--- config.mk ---
export PLATFORM = sky130hd
export DESIGN_NAME = hazard_scoreboard_unit
export DESIGN_NICKNAME = d
export VERILOG_FILES = /design/src/rtl/hazard_scoreboard_unit.sv
export SDC_FILE = /design/constraint.sdc
export NUM_CORES = 1
export LEC_CHECK = 0
export BUFFER_PORTS_ARGS = -buffer_cell sky130_fd_sc_hd__buf_2
export CORE_MARGIN = 1.5
export CORE_UTILIZATION = 45
export DETAILED_ROUTE_END_ITERATION = 7
export PLACE_DENSITY = 0.92
export RECOVER_POWER = 100
export SETUP_SLACK_MARGIN = 0.05
export SKIP_LAST_GASP = 1
export SLEW_MARGIN = 25
export SYNTH_ARGS = -nofsm -noshare
export SYNTH_HDL_FRONTEND = slang
export SYNTH_SLANG_ARGS = --single-unit
--- constraint.sdc ---
create_clock -name clock -period 3.1 [get_ports clock]
set_input_delay 0.31 -clock clock [delete_from_list [all_inputs] [get_ports clock]]
set_output_delay 0.31 -clock clock [all_outputs]
set_load 0.02 [all_outputs]
--- src/rtl/hazard_scoreboard_unit.sv ---
// rtl/hazard_scoreboard_unit.sv - decode-stage hazard detection and forwarding-select unit
// Optional macro HAZARD_PERF_EN enables the stall/flush perf counters.
module hazard_scoreboard_unit #(
    parameter int REG_ADDR_W = 5,
    parameter int LOAD_DELAY = 1,
    parameter int CNT_W      = 32
) (
    input  logic                  clock,
    input  logic                  reset,
    input  logic                  i_valid,
    input  logic [REG_ADDR_W-1:0] i_rs_addr,
    input  logic [REG_ADDR_W-1:0] i_rt_addr,
    input  logic                  i_uses_rs,
    input  logic                  i_uses_rt,
    input  logic                  i_is_store,
    input  logic                  i_is_jr,
    input  logic                  i_wr_en,
    input  logic [REG_ADDR_W-1:0] i_wr_addr,
    input  logic                  i_is_load,
    input  logic                  i_flush,
    input  logic                  i_hold,
    output logic                  o_stall,
    output logic [1:0]            o_fwd_rs_sel,
    output logic [1:0]            o_fwd_rt_sel,
    output logic                  o_wm_rt_bypass,
    output logic                  o_jr_fwd,
    output logic [CNT_W-1:0]      o_stall_count,
    output logic [CNT_W-1:0]      o_flush_count
);

    localparam logic LD1 = (LOAD_DELAY == 1);
    localparam logic LD2 = (LOAD_DELAY == 2);

    // Writeback needs no shadow entry: the regfile writes before decode reads.
    logic                  r_e_valid, r_e_wr_en, r_e_load;
    logic [REG_ADDR_W-1:0] r_e_addr;
    logic                  r_m_valid, r_m_wr_en, r_m_load;
    logic [REG_ADDR_W-1:0] r_m_addr;
    logic [1:0]            r_rs_sel, r_rt_sel;
    logic                  r_wm_ex, r_wm_mem;

    logic       w_rs_nz, w_rt_nz, w_e_wr, w_m_wr;
    logic       w_e_rs, w_e_rt, w_m_rs, w_m_rt;
    logic       w_stall_a, w_stall_b, w_stall_c, w_stall;
    logic       w_m_fwd_ok, w_wm_nxt;
    logic [1:0] w_rs_sel_nxt, w_rt_sel_nxt;

    assign w_rs_nz = |i_rs_addr;
    assign w_rt_nz = |i_rt_addr;
    assign w_e_wr  = r_e_valid & r_e_wr_en;
    assign w_m_wr  = r_m_valid & r_m_wr_en;

    assign w_e_rs = w_e_wr & (r_e_addr == i_rs_addr) & w_rs_nz;
    assign w_e_rt = w_e_wr & (r_e_addr == i_rt_addr) & w_rt_nz;
    assign w_m_rs = w_m_wr & (r_m_addr == i_rs_addr) & w_rs_nz;
    assign w_m_rt = w_m_wr & (r_m_addr == i_rt_addr) & w_rt_nz;

    // Store data read against a load in EX is covered by the WB->MEM bypass instead.
    assign w_stall_a = r_e_load & ((i_uses_rs & w_e_rs) | (i_uses_rt & ~i_is_store & w_e_rt));
    assign w_stall_b = LD2 & r_m_load & ((i_uses_rs & w_m_rs) | ((i_uses_rt | i_is_store) & w_m_rt));
    assign w_stall_c = i_is_jr & (w_e_rs | (r_m_load & w_m_rs));
    assign w_stall   = i_valid & ~i_flush & ~i_hold & (w_stall_a | w_stall_b | w_stall_c);

    assign w_m_fwd_ok   = ~r_m_load | LD1;
    assign w_rs_sel_nxt = (i_valid & i_uses_rs & w_e_rs)              ? 2'd1 :
                          (i_valid & i_uses_rs & w_m_rs & w_m_fwd_ok) ? 2'd2 : 2'd0;
    assign w_rt_sel_nxt = (i_valid & i_uses_rt & w_e_rt)              ? 2'd1 :
                          (i_valid & i_uses_rt & w_m_rt & w_m_fwd_ok) ? 2'd2 : 2'd0;
    assign w_wm_nxt     = i_valid & i_is_store & r_e_load & w_e_rt & LD1;

    always_ff @(posedge clock or posedge reset) begin
        if (reset) begin
            r_e_valid <= 1'b0;
            r_e_wr_en <= 1'b0;
            r_e_load  <= 1'b0;
            r_e_addr  <= '0;
            r_m_valid <= 1'b0;
            r_m_wr_en <= 1'b0;
            r_m_load  <= 1'b0;
            r_m_addr  <= '0;
            r_rs_sel  <= 2'd0;
            r_rt_sel  <= 2'd0;
            r_wm_ex   <= 1'b0;
            r_wm_mem  <= 1'b0;
        end else if (!i_hold) begin
            r_m_valid <= r_e_valid;
            r_m_wr_en <= r_e_wr_en;
            r_m_load  <= r_e_load;
            r_m_addr  <= r_e_addr;
            r_wm_mem  <= r_wm_ex;
            if (i_flush || w_stall) begin
                r_e_valid <= 1'b0;
                r_e_wr_en <= 1'b0;
                r_e_load  <= 1'b0;
                r_e_addr  <= '0;
                r_rs_sel  <= 2'd0;
                r_rt_sel  <= 2'd0;
                r_wm_ex   <= 1'b0;
            end else begin
                r_e_valid <= i_valid;
                r_e_wr_en <= i_wr_en;
                r_e_load  <= i_is_load;
                r_e_addr  <= i_wr_addr;
                r_rs_sel  <= w_rs_sel_nxt;
                r_rt_sel  <= w_rt_sel_nxt;
                r_wm_ex   <= w_wm_nxt;
            end
        end
    end

    assign o_stall        = w_stall;
    assign o_fwd_rs_sel   = r_rs_sel;
    assign o_fwd_rt_sel   = r_rt_sel;
    assign o_wm_rt_bypass = r_wm_mem;
    assign o_jr_fwd       = i_valid & i_is_jr & w_m_rs & ~r_m_load & ~w_stall;

`ifdef HAZARD_PERF_EN
    logic [CNT_W-1:0] r_stall_cnt, r_flush_cnt;

    always_ff @(posedge clock or posedge reset) begin
        if (reset) begin
            r_stall_cnt <= '0;
            r_flush_cnt <= '0;
        end else begin
            if (w_stall && !(&r_stall_cnt))
                r_stall_cnt <= r_stall_cnt + 1'b1;
            if (i_flush && !i_hold && !(&r_flush_cnt))
                r_flush_cnt <= r_flush_cnt + 1'b1;
        end
    end

    assign o_stall_count = r_stall_cnt;
    assign o_flush_count = r_flush_cnt;
`else
    assign o_stall_count = '0;
    assign o_flush_count = '0;
`endif

endmodule

==> impl_metrics.py <==
metrics = {
    "worst_setup_path": {
        "timing.rr.start": "r_m_addr[4]",
        "crit_slowest_cell": "nor4_1",
        "cp.depth": 5,
        "timing.rr.end": "r_e_addr[1]",
        "crit_fanout": 4,
        "critPathRequiredTime_ns": 2.79,
        "r2r_setup_slack_ns": 1.01,
        "crit_end": "o_jr_fwd",
        "path_buf_inv": 1,
        "cpPeakStageDelay_ns": 0.56,
        "worstPathCellList": "xor2_1, nor4_1, nand4b_1, a2111oi_4, clkbuf_1",
        "cp_top_family": "simple AND/OR/NAND/NOR gates",
        "worstSetupPathType": "reg -> out",
        "crit_path_end_kind": "primary output",
        "startpoint": "r_m_addr[3]",
        "start_kind": "flop",
        "cp.arrival_ns": 2.31,
        "reg2reg_depth": 5,
    },
    "floorplan": {
        "fp.dieW_um": 66.2,
        "start_util_pct": 48.1,
        "rows": 22,
        "ios": 97,
        "dieHeight_um": 66.2,
        "die_area_um2": 4390,
        "coreArea_um2": 3740,
    },
    "timing": {
        "setup_violations": 0,
        "finalSetupTns_ns": 0,
        "hold_viol_final": 0,
        "drv_slew": 0,
        "timing.fmax_mhz": 382,
        "setup_slack_ns": 0.483,
        "worst_pin_slew_ns": 1.30,
        "grt_setup_unrepaired": "no",
        "fin_crit_ns": 2.62,
        "fin_crit_sh_pct": 84.4,
        "slew_headroom_pct": 13.3,
        "clock_skew_ns": 0.00592,
    },
    "detailed_routing": {
        "route.detailed.drc": 0,
        "firstDrtPassIters": 4,
        "ant_nets": 0,
        "wire_per_inst_um": 12.8,
        "drtIter0Drc": 57,
        "dr_total_vias": 1289,
        "totalWireLength_um": 3490,
        "avgViaCountPerCell": 4.74,
    },
    "yosys": {
        "ys_types": 37,
        "synth-edff-count": 0,
        "ys_seq_elements": 22,
        "synth_top_cell_area_share_pct": 30.6,
        "dominantRegCellSynth": "dfrtp_1",
        "synthCells": 192,
        "yosysTopAreaCell": "dfrtp_1",
        "ys_top_cells_by_count": "64 x buf_4, 22 x dfrtp_1, 15 x nand2_1",
        "ys_top_cells_by_area": "dfrtp_1 31%, buf_4 27%, mux2_2 5.6%, xnor2_1 5.4%, xor2_1 4.4%",
        "syn-cell-area_um2": 1800,
        "ys_seq_area_share_pct": 30.6,
        "synth_most_common_cell": "buf_4",
        "yosysWarnings": 0,
        "synthArstFlopShare_pct": 100,
        "syn_area_per_cell_um2": 9.37,
    },
    "cts": {
        "post_cts_buffers": 0,
        "clk_pin_slew_worst_paths_ns": 0.08,
        "clock-root-buffer": "clkbuf_8",
        "clk_latency_ns": 0.27,
        "cts_made_buffers": 3,
        "holdBufCountCts": 0,
        "ctsLongestPathBuffers": 2,
        "cts_sinks": 22,
        "cts_resized": 0,
        "cts-htree-levels": 1,
        "cts_tree": "done",
    },
    "cells_and_area": {
        "postLayoutCoreUtil_pct": 48.6,
        "fin_nets": 251,
        "antenna_cells": 0,
        "nFillCells": 384,
        "layout-area-overhead-vs-synth_pct": 1.18,
        "drive_gt1_share_pct": 20.1,
    },
    "place": {
        "port_buffers": 32,
        "pre_cts_ws_ns": 0.692,
        "routabilityCongestion": 0.868,
        "dp_hpwl_um": 2790,
    },
    "global_route": {
        "grt_usage_pct": 16.4,
        "grt_pass1_vias": 1142,
        "grt_pass1_wl_um": 5440,
        "globalRouteOverflowTotal": 0,
        "antenna_found_initial": 0,
        "grt_max_degree": 31,
    },
    "power": {
        "power.static_leakage_nw": 0.876,
        "pwr_density_cell_nw_per_um2": 445,
        "ir_worst_vdd_mv": 0.222,
    },
    "flow_run": {
        "maxCapViolCount": 0,
    },
    "worst_hold_path": {
        "hold_class": "in -> async",
    },
    "run_status": {
        "status": "finished, final reports clean",
    },
}
-- power by group --
group	switching (mW)	internal, mW	total [mW]
Clock	0.0961	0.173	0.269
Combinational	0.132	0.0645	0.197
Sequential	0.0327	0.312	0.345
-- sequential cells by signal (all words and copies together) (netlist names) --
| signal | flops |
|---|---|
| r_m_wr_en | 1 |
| o_fwd_rt_sel | 2 |
| r_m_load | 1 |
| r_e_addr | 5 |
| r_m_valid | 1 |
| r_e_valid | 1 |
| o_fwd_rs_sel | 2 |
| r_e_wr_en | 1 |
| o_wm_rt_bypass | 1 |
| r_wm_ex | 1 |
| r_m_addr | 5 |
| r_e_load | 1 |
-- final cells by class --
type | instances | area [µm²] | share of cell area [%]
multi-input cells | 164 | 981 | 53.9
clock inverters | 1 | 30.0 | 1.65
repair buffers | 32 | 150 | 8.25
clock buffers | 3 | 41.3 | 2.27
flip-flops and latches | 22 | 551 | 30.2
inverters | 2 | 7.51 | 0.412
well taps | 48 | 60.1 | 3.30
-- cell usage in the layout (no fill, tap or decap) --
| cell | n |
|---|---|
| and2_1 | 2 |
| a32o_1 | 1 |
| o31ai_1 | 3 |
| nand3_1 | 2 |
| xnor2_1 | 11 |
| o21ai_0 | 1 |
| nor3_1 | 3 |
| and3b_2 | 1 |
| dfrtp_1 | 22 |
| or4_4 | 1 |
| o211ai_1 | 1 |
| a221o_1 | 7 |
| mux2_2 | 9 |
| or2_2 | 1 |
| nand2_1 | 15 |
| conb_1 | 64 |
| nor4_1 | 2 |
| clkbuf_1 | 8 |
| nor2_1 | 12 |
| nand4_1 | 3 |
| nand4b_1 | 1 |
| inv_1 | 2 |
| o2111ai_1 | 1 |
| or2_4 | 1 |
| nor4_2 | 1 |
| bufinv_16 | 1 |
| xor2_1 | 9 |
| a21oi_1 | 3 |
| a211oi_1 | 1 |
| and3_1 | 1 |
| o2111ai_2 | 1 |
| nor3_2 | 1 |
| a22o_1 | 1 |
| buf_2 | 24 |
| clkbuf_8 | 3 |
| nand3b_1 | 1 |
| a21boi_0 | 1 |
| nor3b_1 | 1 |
| a2111oi_4 | 1 |
-- metrics by stage --
| stage | hold WS, ns | std cells | instance area [µm²] | power (mW) |
|---|---|---|---|---|
| 2_1_floorplan | 0.299 | 255 | 2040 | 0.556 |
| 3_3_place_gp | 0.465 | 268 | 1760 | 0.535 |
| 3_5_place_dp | 0.483 | 268 | 1760 | 0.543 |
| 4_1_cts | 0.217 | 272 | 1840 | 0.810 |
| 5_1_grt | 0.261 | 272 | 1820 | 0.848 |
| 6_report | 0.178 | 272 | 1820 | 0.810 |
-- how the worst min path moves through the flow --
stage                     from              end  slack [ns]  cells past startpoint
6_report                 reset  o_fwd_rt_sel[1]        0.18                      2
5_1_grt                  reset  o_fwd_rt_sel[1]        0.26                      2
4_1_cts                  reset  o_fwd_rt_sel[1]        0.22                      2
3_5_place_dp           r_wm_ex          r_wm_ex        0.48                      2
3_3_place_gp   o_fwd_rt_sel[1]  o_fwd_rt_sel[1]        0.47                      2
2_1_floorplan            reset  o_fwd_rs_sel[0]        0.30                      1
-- cell families (layout without fill, tap and decap cells) --
| group | after synthesis | in the layout | share of synthesized area, % |
|---|---|---|---|
| simple gates | 49 | 49 | 14.7 |
| buf+inv | 69 | 38 | 27.7 |
| flops | 22 | 22 | 30.6 |
| compound gates | 22 | 22 | 11.4 |
| xor+xnor | 20 | 20 | 9.74 |
| other cells | 1 | 64 | 0.208 |
| mux | 9 | 9 | 5.63 |
-- metal layers --
| metal | vias to the layer above | wire [µm] | track usage (%) |
|---|---|---|---|
| met1 | 620 | 1450 | 19.5 |
| met3 | 5 | 209 | 2.56 |
| met2 | 65 | 1780 | 29.4 |
| met4 | 0 | 56 | 6.12 |
| met5 | - | 0 | 0 |
| li1 | 599 | - | - |
-- worst reg2reg max path, stage by stage (launching register included) --
cell,delay [ns]
dfrtp_1,0.43
xor2_1,0.22
a211oi_1,0.11
a21boi_0,0.18
nor3b_1,0.80
a221o_1,0.27
No activity file was read; power rests on OpenSTA's default activity.
